[src/rtl/multimem_wr_sched_pkg.sv]
// Shared types and geometry for the multimem port-A write scheduler.
package multimem_wr_sched_pkg;

   localparam int unsigned PIXEL_WIDTH     = 64;
   localparam int unsigned PIXEL_HEIGHT    = 64;
   localparam int unsigned BYTES_PER_PIXEL = 1;
   localparam int unsigned MEM_DEPTH       = PIXEL_HEIGHT * PIXEL_WIDTH * BYTES_PER_PIXEL;
   localparam int unsigned MEM_ADDR_W      = $clog2(MEM_DEPTH);

   typedef enum logic [1:0] {
      StIdle,
      StClear,
      StDone
   } sched_state_e;

   typedef enum logic [1:0] {
      GntNone,
      GntStream,
      GntClear
   } grant_e;

endpackage

[src/rtl/multimem_wr_arb2.sv]
// Two-requester weighted arbiter: stream may take up to FAIR_CNT back-to-back grants
// while the clear engine is waiting, then clear gets one.
module multimem_wr_arb2
   import multimem_wr_sched_pkg::*;
#(
   parameter int unsigned FAIR_CNT = 1
) (
   input  logic   clk,
   input  logic   reset_n,
   input  logic   req_stream_i,
   input  logic   req_clear_i,
   output grant_e grant_o
);

   localparam logic [3:0] FairMax = 4'(FAIR_CNT);

   logic [3:0] fair_q, fair_d;

   // Grant decision and consecutive-stream-grant counter update.
   always_comb begin
      grant_o = GntNone;
      fair_d  = '0;
      if (req_stream_i && req_clear_i) begin
         if (fair_q < FairMax) begin
            grant_o = GntStream;
            fair_d  = fair_q + 4'd1;
         end else begin
            grant_o = GntClear;
         end
      end else if (req_stream_i) begin
         grant_o = GntStream;
         // Saturate so a long stream-only burst cannot wrap the counter.
         fair_d  = (fair_q < FairMax) ? fair_q + 4'd1 : fair_q;
      end else if (req_clear_i) begin
         grant_o = GntClear;
      end
   end

   // Counter register; clears on clear grants and idle cycles via fair_d default.
   always_ff @(posedge clk or negedge reset_n) begin
      if (!reset_n) begin
         fair_q <= '0;
      end else begin
         fair_q <= fair_d;
      end
   end

endmodule

[src/rtl/multimem_wr_sched.sv]
// Port-A write scheduler: shares the byte-wide RAM write port between a pixel stream
// and a whole-RAM clear engine, with a registered RAM-port mux.
module multimem_wr_sched
   import multimem_wr_sched_pkg::*;
#(
   parameter int unsigned DEPTH    = MEM_DEPTH,
   parameter int unsigned ADDR_W   = $clog2(DEPTH),
   parameter int unsigned FAIR_CNT = 1
) (
   input  logic              clk,
   input  logic              reset_n,
   input  logic              s_valid,
   output logic              s_ready,
   input  logic [ADDR_W-1:0] s_addr,
   input  logic [7:0]        s_data,
   input  logic              clr_start,
   input  logic [7:0]        clr_value,
   output logic              clr_busy,
   output logic              clr_done,
   output logic [ADDR_W-1:0] ram_addr,
   output logic [7:0]        ram_data,
   output logic              ram_ce,
   output logic              ram_wr
);

   localparam logic [ADDR_W-1:0] LastAddr = ADDR_W'(DEPTH - 1);

   sched_state_e      state_q, state_d;
   logic [ADDR_W-1:0] ptr_q, ptr_d;
   logic [7:0]        val_q, val_d;
   logic [ADDR_W-1:0] ram_addr_q, ram_addr_d;
   logic [7:0]        ram_data_q, ram_data_d;
   logic              ram_ce_q, ram_ce_d;
   grant_e            grant;
   logic              req_stream;
   logic              req_clear;

   // Gating with reset_n keeps s_ready low while reset is asserted.
   assign req_stream = s_valid & reset_n;
   assign req_clear  = (state_q == StClear);

   multimem_wr_arb2 #(
      .FAIR_CNT (FAIR_CNT)
   ) u_arb (
      .clk          (clk),
      .reset_n      (reset_n),
      .req_stream_i (req_stream),
      .req_clear_i  (req_clear),
      .grant_o      (grant)
   );

   // Clear FSM next state, pointer advance and fill-value capture.
   always_comb begin
      state_d = state_q;
      ptr_d   = ptr_q;
      val_d   = val_q;
      case (state_q)
         StIdle: begin
            if (clr_start) begin
               state_d = StClear;
               ptr_d   = '0;
               val_d   = clr_value;
            end
         end
         StClear: begin
            if (grant == GntClear) begin
               if (ptr_q == LastAddr) begin
                  state_d = StDone;
               end else begin
                  ptr_d = ptr_q + 1'b1;
               end
            end
         end
         StDone: begin
            state_d = StIdle;
         end
         default: begin
            state_d = StIdle;
         end
      endcase
   end

   // RAM-port mux: winner's address/data registered; addr/data hold when nobody wins.
   always_comb begin
      ram_addr_d = ram_addr_q;
      ram_data_d = ram_data_q;
      ram_ce_d   = 1'b0;
      case (grant)
         GntStream: begin
            ram_addr_d = s_addr;
            ram_data_d = s_data;
            ram_ce_d   = 1'b1;
         end
         GntClear: begin
            ram_addr_d = ptr_q;
            ram_data_d = val_q;
            ram_ce_d   = 1'b1;
         end
         default: begin
            ram_ce_d = 1'b0;
         end
      endcase
   end

   // State, pointer and RAM-port registers.
   always_ff @(posedge clk or negedge reset_n) begin
      if (!reset_n) begin
         state_q    <= StIdle;
         ptr_q      <= '0;
         val_q      <= '0;
         ram_addr_q <= '0;
         ram_data_q <= '0;
         ram_ce_q   <= 1'b0;
      end else begin
         state_q    <= state_d;
         ptr_q      <= ptr_d;
         val_q      <= val_d;
         ram_addr_q <= ram_addr_d;
         ram_data_q <= ram_data_d;
         ram_ce_q   <= ram_ce_d;
      end
   end

   assign s_ready  = (grant == GntStream);
   assign clr_busy = (state_q != StIdle);
   assign clr_done = (state_q == StDone);
   assign ram_addr = ram_addr_q;
   assign ram_data = ram_data_q;
   assign ram_ce   = ram_ce_q;
   assign ram_wr   = ram_ce_q;

endmodule

[config.mk]
export PLATFORM = sky130hd
export DESIGN_NAME = multimem_wr_sched
export DESIGN_NICKNAME = d
export VERILOG_FILES = /design/src/rtl/multimem_wr_sched_pkg.sv /design/src/rtl/multimem_wr_arb2.sv /design/src/rtl/multimem_wr_sched.sv
export SDC_FILE = /design/constraint.sdc
export NUM_CORES = 1
export LEC_CHECK = 0
export CORE_MARGIN = 3
export CORE_UTILIZATION = 45
export CTS_BUF_LIST = sky130_fd_sc_hd__clkbuf_4 sky130_fd_sc_hd__clkbuf_8 sky130_fd_sc_hd__clkbuf_16
export CTS_CLUSTER_DIAMETER = 50
export DETAILED_ROUTE_END_ITERATION = 16
export MAX_ROUTING_LAYER = met4
export PLACE_DENSITY = 0.83
export SETUP_SLACK_MARGIN = 0.05
export SLEW_MARGIN = 20
export SYNTH_ARGS = -nofsm -noshare
export SYNTH_HDL_FRONTEND = slang
export SYNTH_SLANG_ARGS = --single-unit
[constraint.sdc]
create_clock -name clk -period 4.1 [get_ports clk]
set_input_delay 0.615 -clock clk [delete_from_list [all_inputs] [get_ports clk]]
set_output_delay 0.615 -clock clk [all_outputs]
set_load 0.005 [all_outputs]
==> impl_metrics.json <==
{
  "period_needed_ps": 2943,
  "cp_max_fo": 21,
  "synthToLayoutAreaGrowth_pct": 30.99,
  "crit_chain": "clkdlybuf4s50_1 > nand2_1 > a21o_1 > buf_4 > inv_1 > clkdlybuf4s50_1",
  "io_pins": 57,
  "hold_ws_ps": 490.4,
  "arrival_ps": 2330,
  "rsz0062_at_grt": "no",
  "port_buffers": 56,
  "grt_max_degree": 50,
  "vias": 1767,
  "pre_cts_slack_ps": 1153,
  "critPathRequiredTime_ps": 3480,
  "ys_seq_area_frac": 0.5465,
  "final_area_sq_um": 2819,
  "wirelength_microns": 4861,
  "cts_resized": 0,
  "yosys_warnings": 0,
  "die_h_microns": 75.16,
  "finalSetupViolations": 0,
  "yosys_register_bits": 47,
  "power.total_mw": 1.423,
  "nets": 299,
  "final.setup.worst_slack_ps": 1157,
  "switching_share": 0.2878,
  "synth_area_sq_um": 2152,
  "coreArea_sq_um": 4474,
  "crit_top_cell": "clkdlybuf4s50_1",
  "initial_core_util": 0.4810,
  "cts_sinks": 47,
  "dieArea_sq_um": 5648,
  "synth_async_sr_flop_share": 1.000,
  "combPwrFrac": 0.284,
  "diodes": 0,
  "worst_pin_slew_ps": 699.0,
  "grt_pass1_vias": 1706,
  "endpoint_kind": "output pin",
  "hp-class": "in -> async",
  "hold_viol_final": 0,
  "worst_slew_margin_rel": 0.5328,
  "maxSlewViolCount": 0,
  "p_clk_frac": 0.235,
  "drv_cap": 0,
  "synth_mux_area_frac": 0.05116,
  "fill_cells": 364,
  "placementRows": 24,
  "seqPwrFrac": 0.482,
  "dieWidth_microns": 75.16,
  "wire_per_inst_microns": 15.38,
  "synth-xor-area-share": 0,
  "setup-tns-final_ps": 0,
  "post-route-util": 0.6300,
  "yosys.area_share.simple": 0.1698,
  "status": "finished, final reports clean",
  "post_cts_buffers": 0,
  "synth_nets": 247,
  "drtIter0Drc": 140,
  "synth_ff_type": "dfrtp_1",
  "final_cells": 316,
  "overflow": 0,
  "cts_tree": "done",
  "power_density_nw_per_um2": 504.9,
  "grt_antenna_before_repair": 0,
  "drc_errors": 0,
  "dpl.hpwl_microns": 3301,
  "place_congestion": 0.8616,
  "cts-htree-levels": 2,
  "clock_skew_ps": 7.069,
  "synth-adder-area-share": 0.01744,
  "synth_compound_area_frac": 0.1698,
  "clk_pin_slew_worst_paths_ps": 80,
  "root_buffer": "clkbuf_8",
  "grt_first_pass_wirelength_microns": 7928,
  "syn_avg_cell_area_sq_um": 10.15,
  "syn_inst": 212,
  "power.switching_mw": 0.4097,
  "r2r_setup_slack_ps": 1860,
  "cts.path.max_buffers": 2,
  "drtAntennaViolNets": 0,
  "track_usage": 0.1898,
  "cp_slowest_stage_delay_ps": 510,
  "irDropWorstVdd_mv": 0.3174,
  "clock.fmax_mhz": 339.8,
  "cts_buffers": 5,
  "p_leak_nw": 1.231,
  "worstSkewPairLatency_ps": 300,
  "place_area_sq_um": 2713,
  "synth_top_family_by_area": "compound AO/OA/AOI/OAI gates",
  "critPathKind": "in -> out",
  "cellInternalPower_mw": 1.014,
  "first_pass_iters": 4,
  "cp_slowest_cell": "clkdlybuf4s50_1",
  "post-route-period-util": 0.7178,
  "crit_path_start_kind": "primary input",
  "drive_gt1_frac": 0.08712,
  "synth-edff-count": 0,
  "via_per_inst": 5.592,
  "dp_cells": 309,
  "ys_types": 39,
  "ctsHoldBuffers": 0
}
cell families (layout without fill, tap and decap cells):
logic type      count (synthesis)  after routing
compound gates                 53             53
mux                            10             10
buf+inv                        19             71
flops                          47             47
fa+ha+maj                       3              3
simple gates                   80             80
routing by layer:
layer | global-route usage | share of wire | vias to the layer above
met4 | 0.04078 | 0.012 | 0
met5 | - | 0 | -
met2 | 0.2872 | 0.48 | 59
met3 | 0.04806 | 0.060 | 9
li1 | - | - | 858
met1 | 0.2603 | 0.45 | 841
flip-flops by register name (all words and copies together) (netlist names):
signal	cells
ram_data	8
ptr_q	12
state_q	2
val_q	8
ram_addr	12
u_arb.fair_q	4
ram_ce	1
final cells by class:
cell class              instances  area (sq um)  area share
clock buffers                   6         76.32     0.02708
multi-input cells             146         878.3      0.3116
well taps                      52         65.06     0.02308
clock inverters                 1         30.03     0.01065
repair buffers                 58         570.5      0.2024
flip-flops and latches         47          1176      0.4172
inverters                       6         22.52    0.007989
cells in the final DEF (no fill, tap or decap), types with 3 or more instances in the layout:
master	n
nor3_1	5
dfrtp_1	47
o21a_1	3
inv_1	6
nor2_1	45
ha_1	3
mux2_2	8
a21oi_1	5
clkdlybuf4s50_1	55
nand3_1	4
o22ai_1	20
clkbuf_8	5
nand2_1	12
a31oi_1	10
synthesized netlist by cell type (all sizes together), types with 3 or more instances:
master,instances,area [sq um]
dfrtp,47,1176
nor2,45,168.9
o22ai,20,125.1
nand2,12,45.04
a31oi,11,75.07
buf,9,58.80
mux2,8,90.09
inv,6,22.52
a21oi,5,25.02
nor3,5,25.02
clkbuf,4,16.26
nand3,4,20.02
o21ai,4,35.04
and4,3,28.78
ha,3,37.54
o21a,3,22.52
critical path, delay by kind of cell:
family                 cells  cell delay (ps)
buffers and inverters      4             1270
AO/OA/AOI/OAI              1              220
AND/OR/NAND/NOR            1              210
power by group through the flow:
stage	clock, mW	combinational [mW]	sequential (mW)
finish	0.334	0.404	0.685
global route	0.357	0.455	0.702
CTS	0.340	0.409	0.683
detailed placement	0	0.408	0.693
global placement	0	0.395	0.687
floorplan	0	0.213	0.674
worst paths after layout:
check | start | to | cells after the start
hold / removal | reset_n | ram_data[1] | 2
min in group clk | ptr_q[8] | ptr_q[8] | 1
max in group asynchronous | reset_n | ptr_q[9] | 2
hold reg to reg | ptr_q[8] | ptr_q[8] | 1
setup reg to reg | u_arb.fair_q[0] | ptr_q[11] | 6
setup / recovery | s_valid | s_ready | 6
(Power assumes the default switching activity.)
